--- src/rtl/instr_mem_loader_pkg.sv ---
// Shared definitions for the byte-serial instruction memory loader:
// FSM state encoding, byte-select constants and the default memory depth.
package instr_mem_loader_pkg;

  localparam int DEPTH_DEF = 64;

  localparam logic BYTE_HI = 1'b1;
  localparam logic BYTE_LO = 1'b0;

  typedef enum logic [3:0] {
    S_IDLE,
    S_CLEAR,
    S_WAIT_WORD,
    S_SETUP_HI,
    S_STROBE_HI,
    S_GAP_HI,
    S_SETUP_LO,
    S_STROBE_LO,
    S_GAP_LO,
    S_DONE
  } state_t;

  // Pick the high or low byte of an instruction word.
  function automatic logic [7:0] byte_sel(input logic [15:0] w, input logic sel);
    return (sel == BYTE_HI) ? w[15:8] : w[7:0];
  endfunction

endpackage

--- src/rtl/instr_mem_loader_strobe_timer.sv ---
// Loadable down-counter used to time the clear, setup and gap intervals.
// Loading N-1 on entry to a state makes tc rise in the N-th cycle of it.
module strobe_timer #(
  parameter int W = 8
) (
  input  logic         clk,
  input  logic         reset,
  input  logic         load,
  input  logic [W-1:0] load_val,
  output logic         tc
);

  logic [W-1:0] cnt;

  // Load on request, otherwise count down and park at zero.
  always_ff @(posedge clk or posedge reset) begin
    if (reset)
      cnt <= '0;
    else if (load)
      cnt <= load_val;
    else if (cnt != '0)
      cnt <= cnt - W'(1);
  end

  assign tc = (cnt == '0);

endmodule

--- src/rtl/instr_mem_loader.sv ---
// Bus-side writer for the byte-serial instruction memory load port.
// Accepts 16-bit words on a valid/ready stream and replays each one as two
// timed byte strobes (high byte first) after clearing the memory pointer.
module instr_mem_loader
  import instr_mem_loader_pkg::*;
#(
  parameter int DEPTH     = DEPTH_DEF,
  parameter int CNT_W     = 7,
  parameter int SETUP_CYC = 2,
  parameter int GAP_CYC   = 2,
  parameter int CLR_CYC   = 2
) (
  input  logic             clk,
  input  logic             reset,
  input  logic             start,
  input  logic [CNT_W-1:0] load_count,
  input  logic [15:0]      word_in,
  input  logic             word_valid,
  output logic             word_ready,
  output logic             mem_reset,
  output logic [7:0]       instruction,
  output logic             button,
  output logic             busy,
  output logic             done,
  output logic             err_count,
  output logic [CNT_W-1:0] words_sent
);

  localparam int               TMR_W    = 8;
  localparam logic [CNT_W-1:0] DEPTH_C  = CNT_W'(DEPTH);
  localparam logic [TMR_W-1:0] CLR_LD   = TMR_W'(CLR_CYC - 1);
  localparam logic [TMR_W-1:0] SETUP_LD = TMR_W'(SETUP_CYC - 1);
  localparam logic [TMR_W-1:0] GAP_LD   = TMR_W'(GAP_CYC - 1);

  state_t           state;
  logic [15:0]      word_q;
  logic [CNT_W-1:0] count_q;
  logic [CNT_W-1:0] sent_inc;
  logic             tmr_load;
  logic [TMR_W-1:0] tmr_val;
  logic             tmr_tc;

  assign sent_inc = words_sent + CNT_W'(1);

  strobe_timer #(.W(TMR_W)) u_timer (
    .clk      (clk),
    .reset    (reset),
    .load     (tmr_load),
    .load_val (tmr_val),
    .tc       (tmr_tc)
  );

  // Arm the interval timer on every transition into a timed state.
  always_comb begin
    tmr_load = 1'b0;
    tmr_val  = '0;
    case (state)
      S_IDLE: begin
        if (start && (load_count != '0)) begin
          tmr_load = 1'b1;
          tmr_val  = CLR_LD;
        end
      end
      S_WAIT_WORD: begin
        if (word_valid && word_ready) begin
          tmr_load = 1'b1;
          tmr_val  = SETUP_LD;
        end
      end
      S_STROBE_HI, S_STROBE_LO: begin
        tmr_load = 1'b1;
        tmr_val  = GAP_LD;
      end
      S_GAP_HI: begin
        if (tmr_tc) begin
          tmr_load = 1'b1;
          tmr_val  = SETUP_LD;
        end
      end
      default: ;
    endcase
  end

  // Load sequencer; every output is registered alongside the next state.
  always_ff @(posedge clk or posedge reset) begin
    if (reset) begin
      state       <= S_IDLE;
      word_q      <= '0;
      count_q     <= '0;
      word_ready  <= 1'b0;
      mem_reset   <= 1'b0;
      instruction <= '0;
      button      <= 1'b0;
      busy        <= 1'b0;
      done        <= 1'b0;
      err_count   <= 1'b0;
      words_sent  <= '0;
    end else begin
      done <= 1'b0;
      case (state)
        S_IDLE: begin
          if (start) begin
            err_count  <= (load_count > DEPTH_C);
            count_q    <= (load_count > DEPTH_C) ? DEPTH_C : load_count;
            words_sent <= '0;
            busy       <= 1'b1;
            if (load_count == '0) begin
              state <= S_DONE;
            end else begin
              mem_reset <= 1'b1;
              state     <= S_CLEAR;
            end
          end
        end
        S_CLEAR: begin
          if (tmr_tc) begin
            mem_reset  <= 1'b0;
            word_ready <= 1'b1;
            state      <= S_WAIT_WORD;
          end
        end
        S_WAIT_WORD: begin
          if (word_valid && word_ready) begin
            word_q      <= word_in;
            instruction <= byte_sel(word_in, BYTE_HI);
            word_ready  <= 1'b0;
            state       <= S_SETUP_HI;
          end
        end
        S_SETUP_HI: begin
          if (tmr_tc) begin
            button <= 1'b1;
            state  <= S_STROBE_HI;
          end
        end
        S_STROBE_HI: begin
          button <= 1'b0;
          state  <= S_GAP_HI;
        end
        S_GAP_HI: begin
          if (tmr_tc) begin
            instruction <= byte_sel(word_q, BYTE_LO);
            state       <= S_SETUP_LO;
          end
        end
        S_SETUP_LO: begin
          if (tmr_tc) begin
            button <= 1'b1;
            state  <= S_STROBE_LO;
          end
        end
        S_STROBE_LO: begin
          button <= 1'b0;
          state  <= S_GAP_LO;
        end
        S_GAP_LO: begin
          if (tmr_tc) begin
            words_sent <= sent_inc;
            if (sent_inc < count_q) begin
              word_ready <= 1'b1;
              state      <= S_WAIT_WORD;
            end else begin
              instruction <= '0;
              state       <= S_DONE;
            end
          end
        end
        S_DONE: begin
          done  <= 1'b1;
          busy  <= 1'b0;
          state <= S_IDLE;
        end
        default: state <= S_IDLE;
      endcase
    end
  end

endmodule

--- config.mk ---
export PLATFORM = sky130hd
export DESIGN_NAME = instr_mem_loader
export DESIGN_NICKNAME = d
export VERILOG_FILES = /design/src/rtl/instr_mem_loader_pkg.sv /design/src/rtl/instr_mem_loader_strobe_timer.sv /design/src/rtl/instr_mem_loader.sv
export SDC_FILE = /design/constraint.sdc
export NUM_CORES = 1
export LEC_CHECK = 0
export CORE_ASPECT_RATIO = 1.75
export CORE_MARGIN = 3
export CORE_UTILIZATION = 35
export CTS_BUF_LIST = sky130_fd_sc_hd__clkbuf_4 sky130_fd_sc_hd__clkbuf_8 sky130_fd_sc_hd__clkbuf_16
export DETAILED_ROUTE_END_ITERATION = 10
export DONT_BUFFER_PORTS = 1
export GPL_ROUTABILITY_DRIVEN = 0
export GPL_TIMING_DRIVEN = 1
export HOLD_SLACK_MARGIN = 0.15
export PLACE_DENSITY = 0.5
export SLEW_MARGIN = 20
export SYNTH_ARGS = -nofsm -noshare
export SYNTH_HDL_FRONTEND = slang
export SYNTH_SLANG_ARGS = --single-unit
--- constraint.sdc ---
create_clock -name clk -period 2.5 [get_ports clk]
set_clock_uncertainty 0.05 [all_clocks]
set_input_delay 0.5 -clock clk [delete_from_list [all_inputs] [get_ports clk]]
set_output_delay 0.5 -clock clk [all_outputs]
set_load 0.01 [all_outputs]
==> metrics.md, run 1 <==
| Metric | Value |
|---|---|
| Status | `finished, final reports clean` |
| CTS tree | `built` |
| Antenna Cells | `0` |
| Worst stage delay on the critical path | `0.39 ns` |
| Detail-routed net length per standard cell | `16.8 microns` |
| RSZ-0062 raised after global routing | `yes` |
| Area of placed instances | `2860 sq um` |
| Yosys warns | `0` |
| Vias in the first global route | `around 2,100` |
| Vias per cell | `between 5 and 6` |
| Pre-Repair DR Iteration Count | `6` |
| Psw | `1.33 mW` |
| Chip height | `121 microns` |
| Worst r2r src | `words_sent[0]` |
| F_max | `approximately 410 MHz` |
| Combinational power share | `slightly below 40%` |
| Largest delay contributor family on the critical path | `adder cells` |
| Mapped Area | `between 2000 and 3000 sq um` |
| Switching fraction of total power | `37.2%` |
| Die Area | `8730 sq um` |
| DP HPWL | `between 4000 and 5000 microns` |
| Tmin final | `about 2.4 ns` |
| Number of enable flip-flop cells after synthesis | `0` |
| Longest Clk Path Bufs | `2` |
| Post-route DRC | `0` |
| Worst hold path class | `primary input to async pin` |
| Worst path arrival time | `2.55 ns` |
| Clock Power Share | `between 20% and 30%` |
| Syn Area/Cell | `about 9.4 sq um` |
| Nets | `between 300 and 400` |
| Routed Wire Length | `6520 microns` |
| Initial Util | `36.5%` |
| Core Footprint | `approximately 7300 sq um` |
| Leak pwr | `1.46 nW` |
| Slowest CP cell | `dfrtp_1` |
| Critical path class | `register to register` |
| Largest net degree at the start of global routing | `49` |
| Sequential share of the synthesized area | `between 40% and 50%` |
| Netlist cell types | `49` |
| Pins Over Slew Limit | `0` |
| Final Setup Violations | `0` |
| Syn nets | `~320` |
| Fin util | `around 43%` |
| Hold Worst Slack | `0.200 ns` |
| Worst Setup Start Kind | `register` |
| Cells after Synth | `282` |
| Max-cap violations | `0` |
| FILL cells | `740` |
| Seq cells post-synth | `between 40 and 50` |
| Final hold viol count | `0` |
| First-pass GRT wire length | `10,600 microns` |
| Worst Path Required | `around 2.6 ns` |
| DR vias | `2,122` |
| Initial DRC count | `95` |
| Root buffer cell | `clkbuf_16` |
| CP Capture Type | `register` |
| VDD IR max | `slightly below 0.0006 V` |
| Design area | `3150 sq um` |
| CP Launch Point | `words_sent[0]` |
| Least-Margin Pin Slew | `0.628 ns` |
| Slew headroom | `58.1%` |
| Initial antenna violation count | `0` |
| Reg power frac | `38.2%` |
| Worst Path Buf+Inv | `1` |
| Crit-path cells | `ha_2, nand2_1, nor2_2, xor2_1, ha_1, nand4_1, a211oi_2, nor3_2, a21oi_4, buf_12, mux2_2` |
| Post-synth ARST share | `100%` |
| GRT Total Usage | `15.5%` |
| PD cells | `1140 nW/um^2` |
| Largest fanout on the critical path | `8` |
| Most common flop cell mapped by yosys | `dfrtp_1` |
| I/O pin total | `48` |
| Final worst-path cycle share | `a little over nine tenths` |
| CTS clk-pin slew, worst paths | `0.07 ns` |
| PortBufs | `0` |
| Grt ovf | `0` |
| Die span in x | `71.9 microns` |
| Clk Latency, worst-skew pair | `0.29 ns` |
| Area Growth Syn to Fin | `18.5%` |
| Std cell rows | `41` |
| Post-route ant nets | `0` |
| Htree depth | `2` |
| Clock sinks | `48` |
| Internal | `2.25 mW` |
| Num CTS Buffers | `5` |
| Layout cells sized above 1 | `25.1%` |
-- cell usage in the layout, fill, tap and decap left out, types with 2 or more instances in the layout --
| cell | instances |
|---|---|
| nand3_2 | 2 |
| and3_1 | 3 |
| nor3_1 | 4 |
| nor3b_1 | 2 |
| nand2b_1 | 7 |
| a311oi_1 | 2 |
| nand2_1 | 26 |
| nand3_1 | 21 |
| clkbuf_16 | 5 |
| a31oi_1 | 2 |
| mux2_4 | 4 |
| dfrtp_1 | 47 |
| ha_1 | 8 |
| xor2_1 | 6 |
| nand2_2 | 2 |
| nand3b_1 | 3 |
| mux2_2 | 13 |
| a21oi_1 | 13 |
| o22ai_1 | 8 |
| a211oi_2 | 2 |
| buf_4 | 25 |
| o21ai_0 | 11 |
| nor4_1 | 3 |
| inv_1 | 13 |
| xnor2_1 | 3 |
| nor2b_1 | 3 |
| nor2_1 | 30 |
-- cells in the mapped netlist (all sizes together) (2+ instances only) --
cell type / n / area (sq um)
dfrtp: 48 / 1200
nor2: 32 / 136
nand2: 28 / 108
nand3: 23 / 115
mux2: 17 / 191
a21oi: 14 / 81.3
inv: 14 / 52.6
o21ai: 12 / 60.1
ha: 9 / 113
clkbuf: 8 / 30.0
o22ai: 8 / 50.1
nand2b: 7 / 43.8
buf: 6 / 38.8
xor2: 6 / 52.6
nor3: 5 / 25.0
nor4: 4 / 31.3
xnor2: 4 / 35.0
a211oi: 3 / 22.5
and3: 3 / 18.8
nand3b: 3 / 22.5
nor2b: 3 / 18.8
a311oi: 2 / 17.5
a31oi: 2 / 12.5
nand4: 2 / 18.8
nor3b: 2 / 15.0
-- power by group through the flow --
stage | sequential, mW | combinational [mW] | clock, mW
final | 1.37 | 1.41 | 0.802
after global routing | 1.41 | 1.60 | 0.849
after CTS | 1.37 | 1.36 | 0.822
after detailed placement | 1.38 | 1.34 | 0
after global placement | 1.38 | 1.32 | 0
after floorplan | 1.27 | 1.07 | 0
-- path summary, 6_finish.rpt --
kind | cells after the start | slack, ns | end
worst max-delay path | 11 | 0.08 | instruction[2]
worst min-delay path | 2 | 0.20 | instruction[3]
worst max register to register | 11 | 0.08 | instruction[2]
worst min register to register | 2 | 0.44 | count_q[2]
max in group asynchronous | 2 | 1.75 | words_sent[3]
min in group clk | 2 | 0.30 | count_q[1]
-- layout make-up --
type | instances | area [sq um] | share of cell area [%]
timing repair buffer | 27 | 219 | 6.94
clock inverter | 2 | 38.8 | 1.23
sequential | 48 | 1200 | 38.1
inverter | 14 | 52.6 | 1.67
clock buffer | 6 | 139 | 4.40
multi-input combinational | 206 | 1390 | 44.2
tap | 86 | 108 | 3.41
-- stage by stage --
| step | instances | TNS (ns) | setup slack [ns] | total power [mW] |
|---|---|---|---|---|
| 6_report | 389 | 0 | 0.0753 | 3.58 |
| 5_1_grt | 389 | -0.0753 | -0.0236 | 3.86 |
| 4_1_cts | 383 | 0 | 0.00704 | 3.55 |
| 3_5_place_dp | 375 | -0.424 | -0.0572 | 2.72 |
| 3_3_place_gp | 375 | 0 | 0.0123 | 2.71 |
| 2_1_floorplan | 282 | 0 | 0.0118 | 2.34 |
-- what timing repair did --
item / CTS / global route
gates resized for setup: 1 / 15
hold buffers: 0 / 0
buffers inserted: 0 / 6
endpoints found under the setup margin: 8 / 9
endpoints found under the hold margin: 0 / 0
pin swaps: 1 / 5
-- per-layer routing --
metal,global-route usage [%],part of all wire (%),vias up
met5,0,0,-
met3,4.06,5.4,11
met1,17.3,39,1036
li1,-,-,1023
met4,7.06,2.5,0
met2,27.1,53,52
-- worst reg2reg max path, stage by stage, from the launching register on --
cell and delay (ns):
dfrtp_1 0.39, ha_2 0.21, nand2_1 0.09, nor2_2 0.04
xor2_1 0.15, ha_1 0.30, nand4_1 0.11, a211oi_2 0.22
nor3_2 0.10, a21oi_4 0.17, buf_12 0.14, mux2_2 0.33
-- kinds of logic after synthesis --
logic type      Yosys count  share of synthesized area [%]
simple gates            118                           22.5
fa+ha+maj                 9                           4.23
compound gates           51                           12.7
flops                    48                           45.1
buf+inv                  28                           4.56
mux                      18                           7.57
xor+xnor                 10                           3.29
-- state kept, by name, summed over array words and instances (netlist names) --
register,cells
word_q,8
words_sent,7
state,4
err_count,1
instruction,8
button,1
count_q,7
u_timer.cnt,8
done,1
word_ready,1
mem_reset,1
busy,1
No activity file was read; power rests on OpenSTA's default activity.
==> run 2, diff against run 1 <==
--- a/config.mk
+++ b/config.mk
@@ -18,4 +18,5 @@
 export SLEW_MARGIN = 20
 export SYNTH_ARGS = -nofsm -noshare
 export SYNTH_HDL_FRONTEND = slang
+export SYNTH_HIERARCHICAL = 1
 export SYNTH_SLANG_ARGS = --single-unit
==> run 2 against run 1 <==
Final cell count rose by 5.9%; non-clock buffer count rose by 15; routed wire length increased by 7.9%; cell area up 9.0%; first-iteration DRC count decreased by 14%; global-route usage up 0.72 points; critical path type unchanged; critical endpoint is now instruction[6].
==> metrics.md, run 2 <==
| Metric | Value |
|---|---|
| Total chip power | `3.45 mW` |
| Crit-path cells | `ha_4, nand3_2, xnor2_2, ha_1, a211oi_2, nor2_1, a211oi_4, a31oi_4, buf_12, mux2_4` |
| Leak pwr | `1.56 nW` |
| Pins Over Slew Limit | `0` |
| F_max | `between 400 and 500 MHz` |
| Mapped Area | `2760 sq um` |
| Core Footprint | `7620 sq um` |
| Worst Setup Start Kind | `register` |
| CTS tree | `built` |
| Initial DRC count | `82` |
| Area Growth Syn to Fin | `24.4%` |
| Synth Area in Compound Gates | `18.7%` |
| GRT Total Usage | `16.3%` |
| Slowest CP cell | `dfrtp_2` |
| Clk Latency, worst-skew pair | `0.29 ns` |
| Syn Area/Cell | `9.73 sq um` |
| Worst stage delay on the critical path | `0.40 ns` |
| Max-cap violations | `0` |
| Clock sinks | `48` |
| First-pass GRT wire length | `11,300 microns` |
| I/O pin total | `48` |
| Vias per cell | `5.48` |
| Largest family of logic cells by synthesized area | `compound AO/OA/AOI/OAI gates` |
| R2R cell count | `10` |
| Least-Margin Pin Slew | `0.641 ns` |
| Die span in x | `73.2 microns` |
| Worst hold path class | `primary input to async pin` |
| Vias in the first global route | `2,292` |
| Top-count cell post-synth | `dfrtp_1` |
| Placed insts | `396` |
| Worst path arrival time | `around 2.6 ns` |
| XOR/XNOR Fraction of Synth Area | `roughly 2.9%` |
| Initial antenna violation count | `0` |
| Initial Util | `36.3%` |
| Ranking of synthesized cells by area | `dfrtp_1 43%, mux2_4 4.3%, mux2_2 3.7%` |
| Antenna Cells | `0` |
| CP Capture Type | `register` |
| PD cells | `1000 nW/um^2` |
| Status | `finished, final reports clean` |
| Nets | `358` |
| Worst r2r src | `words_sent[0]` |
| Fin cells | `412` |
| Largest delay contributor family on the critical path | `compound AO/OA/AOI/OAI gates` |
| Die Area | `9040 sq um` |
| Final worst-path cycle share | `roughly 100%` |
| Slew headroom | `56.6%` |
| Layout cells sized above 1 | `between 30 and 40%` |
| Post-synthesis mux area share | `8.38%` |
| Num CTS Buffers | `5` |
| Largest fanout on the critical path | `8` |
| Worst Path Buf+Inv | `1` |
| Reg2reg end | `instruction[6]` |
| Seq cells post-synth | `48` |
| Cells after Synth | `284` |
| Netlist cell types | `59` |
| Routed Wire Length | `7040 microns` |
| Std cell rows | `42` |
| Root buffer cell | `clkbuf_16` |
| Post-synthesis simple-gate area fraction | `18.3%` |
| Most frequent cells in the layout | `46 x dfrtp_1, 37 x buf_4, 25 x nor2_1, 21 x nand2_1, 13 x a21oi_1` |
| Area leader, netlist | `dfrtp_1` |
| Final hold viol count | `0` |
| Longest Clk Path Bufs | `2` |
| Largest net degree at the start of global routing | `around 40` |
| Post-synth ARST share | `100%` |
| CTS clk-pin slew, worst paths | `0.07 ns` |
| Fin util | `a little under half` |
| RSZ-0062 raised after global routing | `yes` |
| Pre-Repair DR Iteration Count | `5` |
| Biggest regs | `instruction x8, u_timer/cnt x8, word_q x8` |
| Grt ovf | `0` |
| Most common flop cell mapped by yosys | `dfrtp_1` |
| Sequential share of the synthesized area | `43.5%` |
| Post-Synth Adder-Cell Area | `3.62%` |
| DR vias | `about 2,300` |
| Chip height | `about 120 microns` |
| Yosys warns | `6` |
| PortBufs | `0` |
| VDD IR max | `0.000622 V` |
| Tmin final | `2.49 ns` |
| Top cells by count, synth | `48 x dfrtp_1, 27 x nor2_1, 21 x nand2_1` |
| DP HPWL | `5200 microns` |
| Htree depth | `2` |
| Post-synth top area share | `43.5%` |
| Critical path class | `register to register` |
| Post-route DRC | `0` |
| R2r setup slk | `0.008 ns` |
| Post-route ant nets | `0` |
| Number of enable flip-flop cells after synthesis | `0` |
| Final Setup Violations | `0` |
| Detail-routed net length per standard cell | `17.1 microns` |
| Worst Path Required | `2.63 ns` |
| Most common cell after layout, fill and taps aside | `dfrtp_1` |
| Hold Worst Slack | `0.172 ns` |
run 2: how the worst max path moves through the flow:
stage,startpoint,end,slack [ns],cells after the start
3_5_place_dp,words_sent[1],instruction[3],-0.09,10
5_1_grt,words_sent[0],instruction[3],-0.12,10
4_1_cts,words_sent[1],instruction[6],0.0006,11
6_report,words_sent[0],instruction[6],0.008,10
2_1_floorplan,u_timer/cnt[0],u_timer/cnt[6],-0.02,14
3_3_place_gp,words_sent[0],instruction[6],-0.0004,10
run 2: repair_timing:
| action | CTS | global route |
|---|---|---|
| setup buffers | 2 | 4 |
| cloned | 0 | 1 |
| resized for setup | 7 | 14 |
| pin swaps | 4 | 11 |
| hold buffers | 1 | 0 |
| endpoints found under the setup margin | 8 | 15 |
| hold endpoints to repair | 8 | 0 |
run 2: metrics by stage:
step | TNS, ns | area (sq um) | setup WS [ns]
floorplan | -0.108 | 2820 | -0.0162
global placement | -0.000386 | 3110 | -0.000386
detailed placement | -0.710 | 3110 | -0.0943
CTS | 0 | 3340 | 0.000609
global route | -0.933 | 3440 | -0.123
finish | 0 | 3440 | 0.00800
run 2: final cells by class:
type                            instances  area, sq um
Inverter                               13         48.8
Clock buffer                            5          125
Sequential cell                        48         1200
Clock inverter                          3         42.5
Multi-Input combinational cell        213         1560
Timing Repair Buffer                   42          350
Tap cell                               88          110
Fill cell                             724         4180
run 2: cells by family after synthesis:
logic type      Yosys count
simple gates             99
compound gates           72
flops                    48
buf+inv                  29
mux                      18
xor+xnor                  9
fa+ha+maj                 8
other cells               1
run 2: where the power goes:
part	internal, mW	total, mW	switching [mW]
registers	1.04	1.30	0.258
clock network	0.470	0.768	0.298
logic	0.682	1.38	0.702
run 2: routing by layer:
metal	GRT usage [%]	share of wire (%)	up-vias
met5	0	0	-
met4	6.47	2.2	0
met3	3.66	5.1	15
met2	30.0	54	61
met1	17.3	38	1090
li1	-	-	1090
run 2: worst reg2reg max path, stage by stage (launching register included):
cell	delay [ns]
dfrtp_2	0.40
ha_4	0.15
nand3_2	0.11
xnor2_2	0.18
ha_1	0.33
a211oi_2	0.22
nor2_1	0.09
a211oi_4	0.25
a31oi_4	0.13
buf_12	0.17
mux2_4	0.30
